$ cat config.mk
export PLATFORM = sky130hd
export DESIGN_NAME = quant_int8_sched_flat
export DESIGN_NICKNAME = d
export VERILOG_FILES = /design/src/rtl/quant_int8_sched_if.sv /design/src/rtl/quant_int8_sched.sv /design/src/flat_wrapper.sv
export SDC_FILE = /design/constraint.sdc
export NUM_CORES = 1
export LEC_CHECK = 0
export ABC_AREA = 1
export CORE_MARGIN = 3
export CORE_UTILIZATION = 50
export DETAILED_ROUTE_END_ITERATION = 10
export PLACE_DENSITY = 0.67
export SETUP_SLACK_MARGIN = 0.2
export SLEW_MARGIN = 10
export SYNTH_ARGS = -nofsm -noshare
export SYNTH_HDL_FRONTEND = slang
export SYNTH_SLANG_ARGS = --single-unit
$ cat constraint.sdc
create_clock -name sclk -period 6.2 [get_ports sclk]
set_input_delay 1.24 -clock sclk [delete_from_list [all_inputs] [get_ports sclk]]
set_output_delay 1.24 -clock sclk [all_outputs]
set_load 0.05 [all_outputs]
$ cat src/rtl/quant_int8_sched_if.sv
// quant_int8_sched_if -- data-path handshake bundle for the INT8 requant sequencer.
//
// Signals
//   acc_vld / acc_rdy             accumulator beat handshake (8 lanes per beat)
//   q_in_vld                      quantizer input valid (= accepted accumulator beat)
//   q_mult / q_shift / q_zp       per-layer requant parameters driven to the quantizer
//   q_out_vld / q_out_data        quantizer result, 8 quantized bytes {ch7..ch0}
//   out_vld / out_rdy / out_data  output FIFO head towards the write stage
//
// Modports
//   slave   the sequencer (quant_int8_sched)
//   master  the surrounding accumulator / quantizer / write-stage environment
interface quant_int8_sched_if;
   logic        acc_vld;
   logic        acc_rdy;
   logic        q_in_vld;
   logic [14:0] q_mult;
   logic [7:0]  q_shift;
   logic [7:0]  q_zp;
   logic        q_out_vld;
   logic [63:0] q_out_data;
   logic        out_vld;
   logic        out_rdy;
   logic [63:0] out_data;

   modport slave (
      input  acc_vld, q_out_vld, q_out_data, out_rdy,
      output acc_rdy, q_in_vld, q_mult, q_shift, q_zp, out_vld, out_data
   );

   modport master (
      output acc_vld, q_out_vld, q_out_data, out_rdy,
      input  acc_rdy, q_in_vld, q_mult, q_shift, q_zp, out_vld, out_data
   );
endinterface

$ cat src/rtl/quant_int8_sched.sv
// quant_int8_sched -- layer-level sequencer for the 8-channel INT8 requantizer.
// Latches the layer parameters, meters accumulator beats into the fixed-latency
// quantizer against output-FIFO credit, buffers results and pulses done once the
// last beat of the layer has been popped downstream.
//
// Ports
//   sclk, s_rst_n     clock, asynchronous active-low reset
//   cfg_start         one-cycle layer start (ignored unless idle)
//   cfg_mult/shift/zp layer requant parameters, cfg_beats beats in the layer
//   busy, done, err   status: layer active, end-of-layer pulse, sticky protocol error
//   bus               quant_int8_sched_if.slave: accumulator, quantizer and output streams
//   stall_cnt         output-stall cycle counter (only with QUANT_SCHED_STAT_EN)
//
// Build option: define QUANT_SCHED_STAT_EN to add the stall_cnt port and counter.
//
// state  | meaning
// IDLE   | waiting for cfg_start, parameters latched on start
// LOAD   | drive latched parameters onto q_mult/q_shift/q_zp
// RUN    | accept accumulator beats while beats remain and credit allows
// DRAIN  | all beats issued, wait for the last one to leave the FIFO
// DONE   | one-cycle done pulse
module quant_int8_sched #(
   parameter int PIPE_LAT   = 5,
   parameter int FIFO_DEPTH = 8,
   parameter int CNT_W      = 16
) (
   input  logic             sclk,
   input  logic             s_rst_n,
   input  logic             cfg_start,
   input  logic [14:0]      cfg_mult,
   input  logic [7:0]       cfg_shift,
   input  logic [7:0]       cfg_zp,
   input  logic [CNT_W-1:0] cfg_beats,
   quant_int8_sched_if.slave bus,
   output logic             busy,
   output logic             done,
   output logic             err
`ifdef QUANT_SCHED_STAT_EN
   ,output logic [31:0]     stall_cnt
`endif
);

   localparam int PTR_W = $clog2(FIFO_DEPTH);
   localparam int CW    = PTR_W + 1;

   // Credit only prevents overflow if the FIFO can hold a full quantizer pipeline.
   if (FIFO_DEPTH < PIPE_LAT + 1) begin : g_bad_depth
      $error("FIFO_DEPTH must be at least PIPE_LAT+1");
   end

   typedef enum logic [2:0] {S_IDLE, S_LOAD, S_RUN, S_DRAIN, S_DONE} state_t;

   state_t            state, state_nxt;
   logic [CNT_W-1:0]  beats, issued, popped;
   logic [14:0]       lat_mult, q_mult_r;
   logic [7:0]        lat_shift, lat_zp, q_shift_r, q_zp_r;
   logic [CW-1:0]     inflight, fifo_cnt;
   logic [PTR_W-1:0]  wr_ptr, rd_ptr;
   logic [63:0]       mem [FIFO_DEPTH];
   logic              err_r, run_rdy;
   logic              xfer, pop, push, fifo_full, credit_ok, start_ok, last_pop;

   assign start_ok  = (state == S_IDLE) & cfg_start;
   assign xfer      = bus.acc_vld & run_rdy;
   assign pop       = bus.out_vld & bus.out_rdy;
   assign fifo_full = (fifo_cnt == CW'(FIFO_DEPTH));
   assign push      = bus.q_out_vld & (~fifo_full | pop);
   // Beats already owed to the FIFO plus those stored must leave room for one more.
   assign credit_ok = ({1'b0, inflight} + {1'b0, fifo_cnt}) < (CW + 1)'(FIFO_DEPTH);
   // Counting the pop of this cycle lets done follow the final pop by exactly one cycle.
   assign last_pop  = ({1'b0, popped} + (CNT_W + 1)'(pop)) >= {1'b0, beats};

   assign bus.acc_rdy  = run_rdy;
   assign bus.q_in_vld = xfer;
   assign bus.q_mult   = q_mult_r;
   assign bus.q_shift  = q_shift_r;
   assign bus.q_zp     = q_zp_r;
   assign bus.out_vld  = (fifo_cnt != '0);
   assign bus.out_data = mem[rd_ptr];
   assign err          = err_r;

   always_ff @(posedge sclk or negedge s_rst_n) begin
      if (!s_rst_n) state <= S_IDLE;
      else          state <= state_nxt;
   end

   always_comb begin
      state_nxt = state;
      case (state)
         S_IDLE:  if (cfg_start) state_nxt = S_LOAD;
         S_LOAD:  state_nxt = (beats == '0) ? S_DONE : S_RUN;
         S_RUN:   if (issued == beats) state_nxt = S_DRAIN;
         S_DRAIN: if (last_pop) state_nxt = S_DONE;
         S_DONE:  state_nxt = S_IDLE;
         default: state_nxt = S_IDLE;
      endcase
   end

   always_comb begin
      busy    = 1'b0;
      done    = 1'b0;
      run_rdy = 1'b0;
      case (state)
         S_LOAD:  busy = 1'b1;
         S_RUN: begin
            busy    = 1'b1;
            run_rdy = (issued < beats) & credit_ok;
         end
         S_DRAIN: busy = 1'b1;
         S_DONE:  done = 1'b1;
         default: ;
      endcase
   end

   always_ff @(posedge sclk or negedge s_rst_n) begin
      if (!s_rst_n) begin
         beats     <= '0;
         lat_mult  <= '0;
         lat_shift <= '0;
         lat_zp    <= '0;
         q_mult_r  <= '0;
         q_shift_r <= '0;
         q_zp_r    <= '0;
         issued    <= '0;
         popped    <= '0;
      end else begin
         if (start_ok) begin
            beats     <= cfg_beats;
            lat_mult  <= cfg_mult;
            lat_shift <= cfg_shift;
            lat_zp    <= cfg_zp;
            issued    <= '0;
            popped    <= '0;
         end else begin
            if (xfer)        issued <= issued + CNT_W'(1);
            if (pop && busy) popped <= popped + CNT_W'(1);
         end
         if (state == S_LOAD) begin
            q_mult_r  <= lat_mult;
            q_shift_r <= lat_shift;
            q_zp_r    <= lat_zp;
         end
      end
   end

   always_ff @(posedge sclk or negedge s_rst_n) begin
      if (!s_rst_n) begin
         inflight <= '0;
         err_r    <= 1'b0;
      end else begin
         if (xfer && !bus.q_out_vld)
            inflight <= inflight + CW'(1);
         else if (!xfer && bus.q_out_vld && inflight != '0)
            inflight <= inflight - CW'(1);
         if (bus.q_out_vld && inflight == '0) err_r <= 1'b1;
      end
   end

   always_ff @(posedge sclk or negedge s_rst_n) begin
      if (!s_rst_n) begin
         wr_ptr   <= '0;
         rd_ptr   <= '0;
         fifo_cnt <= '0;
      end else begin
         if (push) wr_ptr <= wr_ptr + PTR_W'(1);
         if (pop)  rd_ptr <= rd_ptr + PTR_W'(1);
         case ({push, pop})
            2'b10:   fifo_cnt <= fifo_cnt + CW'(1);
            2'b01:   fifo_cnt <= fifo_cnt - CW'(1);
            default: ;
         endcase
      end
   end

   // Storage needs no reset: out_vld masks any entry not yet written.
   always_ff @(posedge sclk) begin
      if (push) mem[wr_ptr] <= bus.q_out_data;
   end

`ifdef QUANT_SCHED_STAT_EN
   always_ff @(posedge sclk or negedge s_rst_n) begin
      if (!s_rst_n)
         stall_cnt <= '0;
      else if (start_ok)
         stall_cnt <= '0;
      else if ((state == S_RUN || state == S_DRAIN) && bus.out_vld && !bus.out_rdy
               && stall_cnt != '1)
         stall_cnt <= stall_cnt + 32'd1;
   end
`endif

endmodule

$ cat src/flat_wrapper.sv
// flat-port wrapper written by rule: the top's interface ports become plain ports
module quant_int8_sched_flat 
#(
   parameter int PIPE_LAT   = 5,
   parameter int FIFO_DEPTH = 8,
   parameter int CNT_W      = 16
)
  (sclk, s_rst_n, cfg_start, cfg_mult, cfg_shift, cfg_zp, cfg_beats, busy, done, err, bus_acc_vld, bus_q_out_vld, bus_q_out_data, bus_out_rdy, bus_acc_rdy, bus_q_in_vld, bus_q_mult, bus_q_shift, bus_q_zp, bus_out_vld, bus_out_data);
  quant_int8_sched_if bus_i ();
  input  logic sclk;
  input  logic s_rst_n;
  input  logic cfg_start;
  input  logic [14:0] cfg_mult;
  input  logic [7:0] cfg_shift;
  input  logic [7:0] cfg_zp;
  input  logic [CNT_W-1:0] cfg_beats;
  output logic busy;
  output logic done;
  output logic err;
  input wire logic [$bits(bus_i.acc_vld)-1:0] bus_acc_vld;
  input wire logic [$bits(bus_i.q_out_vld)-1:0] bus_q_out_vld;
  input wire logic [$bits(bus_i.q_out_data)-1:0] bus_q_out_data;
  input wire logic [$bits(bus_i.out_rdy)-1:0] bus_out_rdy;
  output wire logic [$bits(bus_i.acc_rdy)-1:0] bus_acc_rdy;
  output wire logic [$bits(bus_i.q_in_vld)-1:0] bus_q_in_vld;
  output wire logic [$bits(bus_i.q_mult)-1:0] bus_q_mult;
  output wire logic [$bits(bus_i.q_shift)-1:0] bus_q_shift;
  output wire logic [$bits(bus_i.q_zp)-1:0] bus_q_zp;
  output wire logic [$bits(bus_i.out_vld)-1:0] bus_out_vld;
  output wire logic [$bits(bus_i.out_data)-1:0] bus_out_data;
  assign bus_i.acc_vld = bus_acc_vld;
  assign bus_i.q_out_vld = bus_q_out_vld;
  assign bus_i.q_out_data = bus_q_out_data;
  assign bus_i.out_rdy = bus_out_rdy;
  assign bus_acc_rdy = bus_i.acc_rdy;
  assign bus_q_in_vld = bus_i.q_in_vld;
  assign bus_q_mult = bus_i.q_mult;
  assign bus_q_shift = bus_i.q_shift;
  assign bus_q_zp = bus_i.q_zp;
  assign bus_out_vld = bus_i.out_vld;
  assign bus_out_data = bus_i.out_data;
  quant_int8_sched #(.PIPE_LAT(PIPE_LAT), .FIFO_DEPTH(FIFO_DEPTH), .CNT_W(CNT_W)) u_core (.sclk(sclk), .s_rst_n(s_rst_n), .cfg_start(cfg_start), .cfg_mult(cfg_mult), .cfg_shift(cfg_shift), .cfg_zp(cfg_zp), .cfg_beats(cfg_beats), .bus(bus_i), .busy(busy), .done(done), .err(err));
endmodule
Yosys cells after proc, flatten, opt, wreduce, memory -nomap -nowiden
Memory sizes are Yosys's and may differ from the RTL's.
Index checks and enable logic that the tools add are counted.

word-level totals
  bits in writable memories = 512
  memories = 1
  output and inout bits = 101
  logic and storage cells = 82
  flip-flop bits (word level) = 128
  input port bits = 117

memories
  name        depth  bits a word  read ports  clocked after memory_dff  wr ports  RTL line                RTL
  u_core.mem  8      64           1           0                         1         quant_int8_sched.sv:59  logic [63:0] mem [FIFO_DEPTH];

cells by class
  mux-type cells = 17
  bitwise operators = 7
  add/subtract/negate cells = 10
  $lt $le $gt $ge = 3
  reduce and logical (&&, ||, !) cells = 18
  eq/ne operators = 11

operators by type and width
  operator                 count
  $mux W16                 4
  $add A16 B1 Y16 const B  2
  $add A16 B1 Y17          1
  $ge A17 B16 Y1           1
  $eq A16 B16 Y1           1
  $logic_not A16 Y1        1
  $lt A16 B16 Y1           1
  $mux W3                  4
  $pmux W3 S4              1
  $add A4 B1 Y4 const B    2
  $mux W4                  2
  $pmux W4 S2              1
  $reduce_bool A2 Y1       4
  $reduce_bool A4 Y1       2
  $sub A4 B1 Y4 const B    2
  $add A3 B1 Y3 const B    2
  $eq A3 B2 Y1 const B     2
  $add A4 B4 Y5            1
  $and A1 B1 Y1            5
  $logic_and A1 B1 Y1      5
  $lt A5 B4 Y1 const B     1
  $mux W1                  5
  $eq A4 B4 Y1 const B     1
  $logic_not A4 Y1         1
  other kinds (12)         14

Logic depth before layout (Yosys ltp)
  depth after elaboration = 10
  mapped depth = 25

Worst setup path before layout
Ideal clock, no wire load.

  kind = input to register
  from = input port bus_q_out_vld
  to = memory u_core.mem[0][0], enable pin
  path slack = 1.042 ns
  data arrival time = 4.672 ns
  stages = 5
  path buffers = 0
  cell sequence = inv_1 -> a31oi_1 -> inv_1 -> or2_2 -> nor2_1

on the way
  longest elaborated chain between the ends = 3

RTL lines
  element                        RTL line                 RTL
  start, declared                flat_wrapper.sv:21       input wire logic [$bits(bus_i.q_out_vld)-1:0] bus_q_out_vld;
  $and A1 B1 Y1                  quant_int8_sched.sv:67   assign push = bus.q_out_vld & (~fifo_full | pop);
  $mux W1                        quant_int8_sched.sv:177  if (push) mem[wr_ptr] <= bus.q_out_data;
  $mux W1 (implied by the code)  quant_int8_sched.sv:177
  end, declared                  quant_int8_sched.sv:59

No other way between the ends.

Worst setup path in the final report
  from = register u_core.rd_ptr[1]
  to = output port bus_out_data[6]

on the way
  longest elaborated chain between the ends = 1

RTL lines
  element                 RTL line                 RTL
  start, declared         quant_int8_sched.sv:58   logic [PTR_W-1:0] wr_ptr, rd_ptr;
  start signal, assigned  quant_int8_sched.sv:166  if (pop) rd_ptr <= rd_ptr + PTR_W'(1);
  $mem_v2 Z8 W64          n/a
  end, declared           flat_wrapper.sv:30       output wire logic [$bits(bus_i.out_data)-1:0] bus_out_data;

No other way between the ends.

==> impl_results.md <==
* Gpl congestion at 0.829
* Async set or reset register ratio after synthesis at 20.0%
* WP data arrival at 4.16 ns
* CTS clk-pin slew, worst paths at 0.06 ns
* Post-CTS Hold Buffers at 0
* Worst setup SP type: flop
* CTS tree: yes
* Routed WL at 62,500 um
* Hold path depth at 1
* PnR worst setup slack at 0.804 ns
* Fin. Hold Viols at 0
* Final ANT Viol Nets at 0
* Vias post-DR at 17,947
* Antenna violations before repair at 4
* Synth top area share at 58.0%
* Hold Path End: u_core.err
* H-tree levels at 3
* Critical Setup Path Class: flop to primary output
* Initial DRT Pass Iterations at 6
* Global-route wire length before repair at 97,600 um
* DP Wirelength at 35,700 um
* VDD IR max at 0.497 mV
* Pin count of the biggest net entering global routing at 110
* Sinks on the clock net at 640
* FP Rows at 83
* Placed Instance Area at 29,400 um^2
* Post-CTS Resized at 0
* Starting DRC count in detailed routing at 1,282
* Synth area leader: edfxtp_1
* Register area at 18,600 um^2
* Power Density at 529 nW/um^2
* Gr usage total at 22.0%
* Worst slew pin tran at 1.09 ns
* Initial core utilization at 51.1%
* Post-synth top flop: edfxtp_1
* Reg-to-Reg Start: u_core.fifo_cnt[1]
* Average size of a mapped cell at 11.5 um^2
* Vias per cell at 5.56
* Max Cap Violations at 0
* Root Buffer Master: clkbuf_16
* P&R area growth vs syn at 18.9%
* CP required at 4.96 ns
* Tcrit/Tclk final at 87.0%
* Place WS at 1.45 ns
* Hold crit path type: flop to flop
* Sequential share of the synthesized area at 70.1%
* Number of global-route vias before repair at 17,787
* CTS buffer count at 67
* HP Start: u_core.err
* R2R setup slack at 2.86 ns
* Setup TNS at 0 ns
* Number of flops mapped to enable cells by yosys at 512
* Mapped Cells at 2,310
* Slew Viols, Final at 0
* Setup bufs post-CTS at 0
* Clock insertion delay at the later pin of the skew report at 0.60 ns
* Count leader, synth: edfxtp_1
* # DRC at 0
* Die area at 55,800 um^2
* Post-route minimum period at 5.40 ns
* Worst setup EP type: primary output
* Warnings from Yosys at 0
* Final setup fails at 0
* Synthesis-stage register bit count at 640
* Top cells by count, synth: 512 x edfxtp_1, 503 x nor2_1, 323 x nand2_1, 295 x o21ai_0, 128 x dfrtp_1
* Post-Syn Nets at 2,475
* Die width at 236 um
* Design Area, Final at 31,500 um^2
* Area of the multi-input gates at 7110 um^2
* Final #Nets at 2,669
* Clock buffer depth at 3
* Core box area at 51,800 um^2
* Leading post-synthesis cells by cell area: edfxtp_1 58%, dfrtp_1 12%, nor2_1 7.1%, o21ai_0 5.6%, nand2_1 4.6%
* Unique masters post-synth at 43
* I/O Buffers at 217
* # IOs at 218
* RSZ-0062 raised after global routing: no
* R2R depth at 24
* Pleak at 11.6 nW
* Max Freq at 185 MHz
* Worst slew margin at 27.4%
* Die H at 236 um
* Layout cells sized above 1 at 6.16%
* Final Skew at 0.0211 ns
* Per-cell routed wire length at 19.3 um
* Worst Path Max Fanout at 71
* Final total power at 16.7 mW
* Final Util at 60.8%
* RR Endpoint: u_core.state[2]
* Remaining Overflow, GRT at 0
* Post-Syn Area at 26,500 um^2
* Filler cells at 4,078
* Outcome: completed
==> where the power goes <==
part / leakage, nW / switching [mW] / total, mW / internal, mW
combinational: 4.33 / 4.82 / 6.88 / 2.07
clock: 1.03 / 1.60 / 3.88 / 2.28
sequential: 6.28 / 0.436 / 5.89 / 5.45
total: 11.6 / 6.86 / 16.7 / 9.80
==> placed cells by master, fill, tap and decap left out, types with 64 or more instances in the layout <==
| master | instances |
|---|---|
| inv_1 | 88 |
| clkbuf_16 | 70 |
| nor2_1 | 494 |
| o22ai_1 | 64 |
| dfrtp_1 | 126 |
| edfxtp_1 | 512 |
| a31oi_1 | 66 |
| nand2_1 | 323 |
| clkdlybuf4s50_1 | 216 |
| o21ai_0 | 295 |
==> layer usage <==
layer / track usage, % / vias to the layer above / routed length, um
met5: 0 / - / 36
met4: 6.56 / 6 / 1400
met3: 4.29 / 113 / 3600
met2: 36.6 / 536 / 30000
met1: 29.7 / 8809 / 27400
li1: - / 8483 / -
==> worst max-delay path, stage by stage (launching register included) <==
cell	delay [ns]
dfrtp_4	0.97
buf_4	0.74
o21ai_0	0.20
o22ai_1	0.23
nor2_1	0.06
a31oi_1	0.42
clkdlybuf4s50_1	0.91
==> layout make-up <==
type	instances	share of cell area, %
sequential	640	59.0
multi-input combinational	1456	22.6
timing repair buffer	244	7.85
clock buffer	87	5.89
tap	680	2.70
inverter	95	1.16
clock inverter	27	0.862
antenna	1	0.00794
==> stage by stage <==
step                      hold slack [ns]  instances
after floorplan                     0.442       2310
after global placement              0.441       3115
after detailed placement            0.447       3115
after CTS                           0.462       3229
after global routing                0.486       3230
final                               0.455       3230
==> how the worst max path moves through the flow <==
stage | startpoint | to | slack (ns) | cells after the start
final | u_core.rd_ptr[1] | bus_out_data[6] | 0.80 | 6
after CTS | u_core.rd_ptr[1] | bus_out_data[6] | 0.79 | 6
after floorplan | bus_q_out_vld | u_core.mem[0][0] | 1.04 | 5
after detailed placement | u_core.rd_ptr[1] | bus_out_data[6] | 1.45 | 6
after global placement | u_core.rd_ptr[1] | bus_out_data[2] | 1.48 | 7
after global routing | u_core.rd_ptr[0] | bus_out_data[57] | 0.64 | 6
==> cells by family after synthesis <==
group                      Yosys count  share of synthesized area (%)
DFF                                640                           70.1
and+or+nand+nor                    913                           13.7
xor gates and xnor gates            29                          0.958
buffers and inverters              214                           3.32
adders and majority gates           48                           2.32
AOI/OAI and AO/OA                  466                           9.57
==> sequential cells by signal, summed over array words and instances (netlist names) <==
register,cells
u_core.rd_ptr,3
u_core.lat_zp,8
u_core.bus.q_shift,8
u_core.lat_mult,15
u_core.wr_ptr,3
u_core.bus.q_zp,8
u_core.beats,16
u_core.lat_shift,8
u_core.mem,512
u_core.popped,16
u_core.state,3
u_core.fifo_cnt,4
u_core.bus.q_mult,15
u_core.inflight,4
u_core.issued,16
u_core.err,1
(Power assumes the default switching activity.)
